## src/rtl/gate_bist_pkg.sv

```systemverilog
// Shared types and constants for the 2-input gate BIST controller.
package gate_bist_pkg;

    typedef enum logic [1:0] {
        IDLE = 2'd0,
        RUN  = 2'd1,
        DONE = 2'd2
    } state_t;

    // Expected F per input vector, bit index = {A,B}
    localparam logic [3:0] TT_XOR  = 4'b0110;
    localparam logic [3:0] TT_AND  = 4'b1000;
    localparam logic [3:0] TT_OR   = 4'b1110;
    localparam logic [3:0] TT_NAND = 4'b0111;
    localparam logic [3:0] TT_NOR  = 4'b0001;
    localparam logic [3:0] TT_XNOR = 4'b1001;

    // Settle counter width; covers SETTLE_CYCLES up to 255
    localparam int CNT_W = 8;

endpackage

```

## src/rtl/bist_settle_timer.sv

```systemverilog
// Settle timer: counts edges while enabled and flags the last edge of the
// settle window so the controller can sample F on that edge.
module bist_settle_timer
    import gate_bist_pkg::*;
#(
    parameter int SETTLE_CYCLES = 10
) (
    input  logic clk,
    input  logic rst_n,
    input  logic clr,
    input  logic en,
    output logic tc
);

    localparam logic [CNT_W-1:0] TC_VAL = CNT_W'(SETTLE_CYCLES - 1);

    logic [CNT_W-1:0] cnt;

    // Count up to the terminal value, then wrap to zero for the next vector
    always_ff @(posedge clk or negedge rst_n) begin
        if (!rst_n) begin
            cnt <= '0;
        end else if (clr) begin
            cnt <= '0;
        end else if (en) begin
            if (tc) cnt <= '0;
            else    cnt <= cnt + 1'b1;
        end
    end

    assign tc = (cnt == TC_VAL);

endmodule

```

## src/rtl/gate_bist_ctrl.sv

```systemverilog
// Built-in self-test controller for a 2-input combinational gate.
// Walks {A,B} through 00,01,10,11, holds each vector for SETTLE_CYCLES
// edges, samples F on the last edge and records mismatches.
//
//  state | meaning
//  IDLE  | after reset, waiting for start
//  RUN   | vectors being applied and checked; start ignored
//  DONE  | results held; start launches a fresh run
module gate_bist_ctrl
    import gate_bist_pkg::*;
#(
    parameter int         SETTLE_CYCLES = 10,
    parameter logic [3:0] TRUTH         = TT_XOR
) (
    input  logic       clk,
    input  logic       rst_n,
    input  logic       start,
    output logic       a_out,
    output logic       b_out,
    input  logic       f_in,
    output logic       busy,
    output logic       done,
    output logic       pass,
    output logic [2:0] fail_count,
    output logic [3:0] fail_mask
);

    state_t     state;
    state_t     state_nxt;
    logic [1:0] idx;
    logic       tc;
    logic       accept;
    logic       sample;
    logic       mismatch;

    // A start outside RUN (IDLE or DONE) launches a run on this edge
    assign accept   = (state != RUN) && start;
    assign sample   = (state == RUN) && tc;
    assign mismatch = (f_in != TRUTH[idx]);

    bist_settle_timer #(
        .SETTLE_CYCLES(SETTLE_CYCLES)
    ) u_settle_timer (
        .clk  (clk),
        .rst_n(rst_n),
        .clr  (accept),
        .en   (state == RUN),
        .tc   (tc)
    );

    // State register
    always_ff @(posedge clk or negedge rst_n) begin
        if (!rst_n) state <= IDLE;
        else        state <= state_nxt;
    end

    // Next-state decode
    always_comb begin
        state_nxt = state;
        case (state)
            IDLE:    if (start) state_nxt = RUN;
            RUN:     if (sample && (idx == 2'd3)) state_nxt = DONE;
            DONE:    if (start) state_nxt = RUN;
            default: state_nxt = IDLE;
        endcase
    end

    // Vector sequencing and result capture
    always_ff @(posedge clk or negedge rst_n) begin
        if (!rst_n) begin
            idx        <= 2'd0;
            a_out      <= 1'b0;
            b_out      <= 1'b0;
            busy       <= 1'b0;
            done       <= 1'b0;
            fail_count <= 3'd0;
            fail_mask  <= 4'd0;
        end else if (accept) begin
            idx            <= 2'd0;
            {a_out, b_out} <= 2'b00;
            busy           <= 1'b1;
            done           <= 1'b0;
            fail_count     <= 3'd0;
            fail_mask      <= 4'd0;
        end else if (sample) begin
            if (mismatch) begin
                fail_mask[idx] <= 1'b1;
                fail_count     <= fail_count + 3'd1;
            end
            if (idx == 2'd3) begin
                busy           <= 1'b0;
                done           <= 1'b1;
                {a_out, b_out} <= 2'b00;
            end else begin
                idx            <= idx + 2'd1;
                {a_out, b_out} <= idx + 2'd1;
            end
        end
    end

    // done is only set when busy clears, so pass can never overlap busy
    assign pass = done && (fail_count == 3'd0);

endmodule

```

## config.mk

```make
export PLATFORM = sky130hd
export DESIGN_NAME = gate_bist_ctrl
export DESIGN_NICKNAME = d
export VERILOG_FILES = /design/src/rtl/gate_bist_pkg.sv /design/src/rtl/bist_settle_timer.sv /design/src/rtl/gate_bist_ctrl.sv
export SDC_FILE = /design/constraint.sdc
export NUM_CORES = 1
export LEC_CHECK = 0
export ABC_AREA = 1
export CAP_MARGIN = 40
export CORE_MARGIN = 3
export CORE_UTILIZATION = 58
export CTS_CLUSTER_DIAMETER = 200
export CTS_CLUSTER_SIZE = 28
export DETAILED_ROUTE_END_ITERATION = 12
export PLACE_DENSITY_LB_ADDON = 0.12
export SETUP_SLACK_MARGIN = 0.5
export SLEW_MARGIN = 15
export SYNTH_ARGS = -nofsm -noshare
export SYNTH_HDL_FRONTEND = slang
export SYNTH_HIERARCHICAL = 1
export SYNTH_SLANG_ARGS = --single-unit
```

## constraint.sdc

```tcl
create_clock -name clk -period 2.2 [get_ports clk]
set_input_delay 0.55 -clock clk [delete_from_list [all_inputs] [get_ports clk]]
set_output_delay 0.55 -clock clk [all_outputs]
set_load 0.1 [all_outputs]
```

Yosys cells after proc, flatten, opt, wreduce, memory -nomap -nowiden
Cells that the tools add are included.

Word-level logic and storage cells: 71. Output and inout bits: 12. Bits of input ports: 4. Flip-flop bits (word level): 23.

Order comparisons: 2. Reduce and logical (&&, ||, !) cells: 16. Multiplexer cells: 31. Eq/ne operators: 9. Bitwise logic cells: 1. Add/sub/neg operators: 3.

Operators by type and width (number): 2-to-1 mux 8 bit (3); 2-to-1 mux 1 bit (14); 2-to-1 mux 4 bit (3); 2-to-1 mux 2 bit (5); 2-to-1 mux 3 bit (3); adder 8 x 1 -> 8 bit, second input constant (1); equality test 8 x 4 -> 1 bit, second input constant (1); AND reduction 2 bit (4); nonzero test 2 bit (4); logical AND 1 bit (5); equality test 2 bit, second input constant (2); inequality test 2 x 1 -> 1 bit, second input constant (2); inequality test 2 bit, second input constant (2); bitwise OR 4 bit (1); case mux 2 bit (2 select lines) (1); adder 3 x 1 -> 3 bit, second input constant (1); zero test 3 bit (1); < comparator 2 x 3 -> 1 bit, second input constant (1); adder 2 x 1 -> 2 bit, second input constant (1); binary-select mux 1 bit (select 2 bit) (1); demux 1 bit (select 2 bit) (1); equality test 2 x 1 -> 1 bit, second input constant (1); >= comparator 2 x 1 -> 1 bit, second input constant (1); zero test 2 bit (1); 2 further kinds (2).

Longest topological paths before layout
Depth after elaboration: 8. Depth in mapped cells: 11. Mapped depth without buffers: 10.

By module
The synthesis kept the hierarchy.

Modules (own cells, without submodules): gate_bist_ctrl (area an instance 782.0 um^2, seq. area each 375.4 um^2, times used 1, cells each 97); bist_settle_timer (area an instance 514.2 um^2, seq. area each 200.2 um^2, times used 1, cells each 68).

Worst setup path before layout
No wires, ideal clock.

Kind: reg-to-output. Start point: register fail_count[0]. End point: output pass. Buffers on the path: 0. Setup slack: -753 ps. Cell stages (with the launch flop): 5. Data required time: 1650 ps. Data arrival time: 2403 ps. Cell sequence: dfrtp_1 inv_1 ha_1 nand2_1 nor2_1.

Word-level cells in the longest chain between the ends: 2.

Ends and longest elaborated chain: start: declaration (line gate_bist_ctrl.sv:24) `output logic [2:0] fail_count,`; start signal: assignment (line gate_bist_ctrl.sv:88) `fail_count <= fail_count + 3'd1;`; zero test 3 bit (line gate_bist_ctrl.sv:102) `assign pass = done && (fail_count == 3'd0);`; logical AND 1 bit (line gate_bist_ctrl.sv:102); end: declaration (line gate_bist_ctrl.sv:23) `output logic pass,`.

No other way between the ends.

Worst setup path after layout
Same ends and word-level chain as after synthesis.

==> results.cfg <==
[outcome]
outcome = complete, no violations

[routing]
drt_iter0_markers = 33
vias_per_cell = 5.33
vias = 1152
drt_pre_antenna_iters = 5
ant_nets = 0
wl_per_cell_um = 12.4
routed_wl_mm = 2.67
drc = 0

[flow_run]
drv_cap = 0

[grt]
grt_pass1_vias = 1042
grt_pass1_wl_mm = 4.49
grt_overflow_total = 0
track_usage_pct = 21.8
antenna_found_initial = 0
grt_max_degree = 15

[hold_path]
hold_path_class = register to register

[sta]
setup_tns_ns = 0
finalSetupViolCount = 0
rsz0062_at_grt = true
finalMaxSlewViolations = 0
fin_ws_ns = 0.312
slew_headroom_pct = 63.0
finalHoldWorstSlack_ns = 0.499
worstMarginPinSlew_ns = 0.554
post-route-period-util_pct = 85.8
max_freq_mhz = 530
finalHoldViolations = 0
worst_clock_skew_ns = 0.00417
post-route-min-period_ns = 1.89

[critical_path]
path_cells = inv_4, ha_4, nand2_4, nor2_4, buf_12
crit_path_start_kind = register
path_class = register to output pin
crit_family = flip-flops
endpoint_kind = output pin
cp_slowest_stage_delay_ns = 0.52
cp_num_buf_inv = 2
required_ns = 1.65
cp_max_fo = 2
slowest_stage = dfrtp_4
cp.arrival_ns = 1.34

[power]
power.density_nw_per_um2 = 1410
peakVddDrop_mv = 1.02
combPwrFrac_pct = 60.3
p_int_uw = 1080
pwr-share-clk_pct = 8.5
p_sw_share_pct = 52.8
switchingPower_uw = 1200
p_leak_uw = 0.000844
pwr-share-seq_pct = 31.2

[synth]
syn-num-nets = 177
ys_top_cells_by_area = dfrtp_1 44%, nand2_1 17%, ha_1 7.7%, inv_1 6.1%, nand3_1 4.2%
netlist-cell-type-count = 19
ys_seq_elements = 23
yosys-top-cells-count = 57 x nand2_1, 23 x dfrtp_1, 21 x inv_1
synth.yosys.seq_area_share_pct = 44.4
synth_most_common_cell = nand2_1
synth_top_area_share_pct = 44.4
syn_inst = 165
syn-cell-area_um2 = 1300
syn_area_per_cell_um2 = 7.86
synthArstFlopShare_pct = 100
synthFlopType = dfrtp_1
ys_warn_count = 6
synth_edf_count = 0
synth_top_area_cell = dfrtp_1

[clock_network]
cts_tree = done
cts_root_buf = clkbuf_4
clock_sink_count = 23
path_clk_slew_ns = 0.12
clk_path_buf_depth = 2
htreeDepth = 1
insertion_delay_ns = 0.31
cts_made_buffers = 3

[place]
gp_congestion = 0.810
dp_worst_setup_slack_ns = 0.276
io_buffers = 15
place_hpwl_mm = 1.98

[final_layout]
nets = 202
area_growth_pct = 24.6
drive_gt1_share_pct = 25.4
post-route-util_pct = 79.1
num_antenna_cells = 0
fillers = 141

[die]
io_pins = 16
die_y_um = 53.3
fp.coreArea_um2 = 2040
num_rows = 16
initial_core_util_pct = 63.5
die-area_um2 = 2840
die_width_um = 53.3
[worst min-delay path, delay by kind of cell (launching register included)]
kind	cells	cell delay (ns)
flip-flops	1	0.37
AND/OR/NAND/NOR	2	0.10
[per-stage QoR]
stage / area, µm² / std cells / power (µW)
6_report: 1620 / 216 / 2280
5_1_grt: 1620 / 216 / 2450
4_1_cts: 1560 / 214 / 2200
3_5_place_dp: 1510 / 208 / 1970
3_3_place_gp: 1510 / 208 / 1920
2_1_floorplan: 1330 / 165 / 1690
[registers in the layout, summed over array words and instances (netlist names)]
signal              cells
a_out                   1
b_out                   1
busy                    1
done                    1
fail_count              3
fail_mask               4
idx                     2
state                   2
u_settle_timer/cnt      8
[cell families after synthesis]
logic type	after synthesis	share of synthesized area (%)
adder cells (fa/ha/maj)	8	7.72
flip-flops	23	44.4
XOR/XNOR	3	2.03
AO/OA/AOI/OAI	3	1.25
buffers and inverters	24	7.24
AND/OR/NAND/NOR	104	37.4
[worst paths after layout]
check	slack, ns	from	end	cells after the start
max in group asynchronous	1.03	rst_n	u_settle_timer/cnt[0]	2
min in group asynchronous	0.58	rst_n	fail_mask[3]	1
worst min-delay path	0.50	busy	busy	2
worst max-delay path	0.31	fail_count[0]	pass	5
worst max register to register	0.67	u_settle_timer/cnt[1]	fail_mask[2]	9
worst min register to register	0.50	busy	busy	2
[cells in the final DEF (no fill, tap or decap), types with 2 or more instances in the layout]
cell type         n
nand2_1          55
inv_4             2
buf_12            3
dfrtp_1          18
xor2_1            2
ha_1              7
buf_4            13
buf_6             2
nand3_1          10
nand3b_1          2
clkdlybuf4s50_1   3
dfrtp_2           3
nor2_1           12
nand2_2           5
or2_2             3
inv_1            19
nand4_1           8
nor2_4            6
inv_2             2
dfrtp_4           2
clkbuf_4          3
[layer usage]
layer	global-route usage [%]	routed length [µm]	up-vias
li1	-	-	563
met1	28.9	1200	546
met2	34.9	1280	36
met3	3.94	153	7
met4	8.94	40	0
met5	0	0	-
[power by group through the flow]
| stage | Combinational, µW | Clock (µW) | Sequential (µW) |
|---|---|---|---|
| final | 1370 | 193 | 712 |
| after global routing | 1500 | 215 | 732 |
| after detailed placement | 1240 | 0 | 722 |
| after global placement | 1210 | 0 | 713 |
| after CTS | 1280 | 202 | 711 |
| after floorplan | 632 | 0 | 1050 |
[what timing repair did]
| item | 4_1_cts | 5_1_grt |
|---|---|---|
| resized for setup | 2 | 12 |
| buffers inserted | 2 | 2 |
| setup endpoints to repair | 2 | 14 |
| pin swaps | 2 | 0 |
| hold buffers | 0 | 0 |
[layout make-up]
| cell class | instances | area (µm²) | area share, % |
|---|---|---|---|
| flip-flops and latches | 23 | 587 | 36.3 |
| clock buffers | 4 | 26.3 | 1.63 |
| well taps | 27 | 33.8 | 2.09 |
| multi-input cells | 118 | 667 | 41.3 |
| repair buffers | 21 | 210 | 13.0 |
| inverters | 23 | 91.3 | 5.65 |
(Power assumes the default switching activity.)
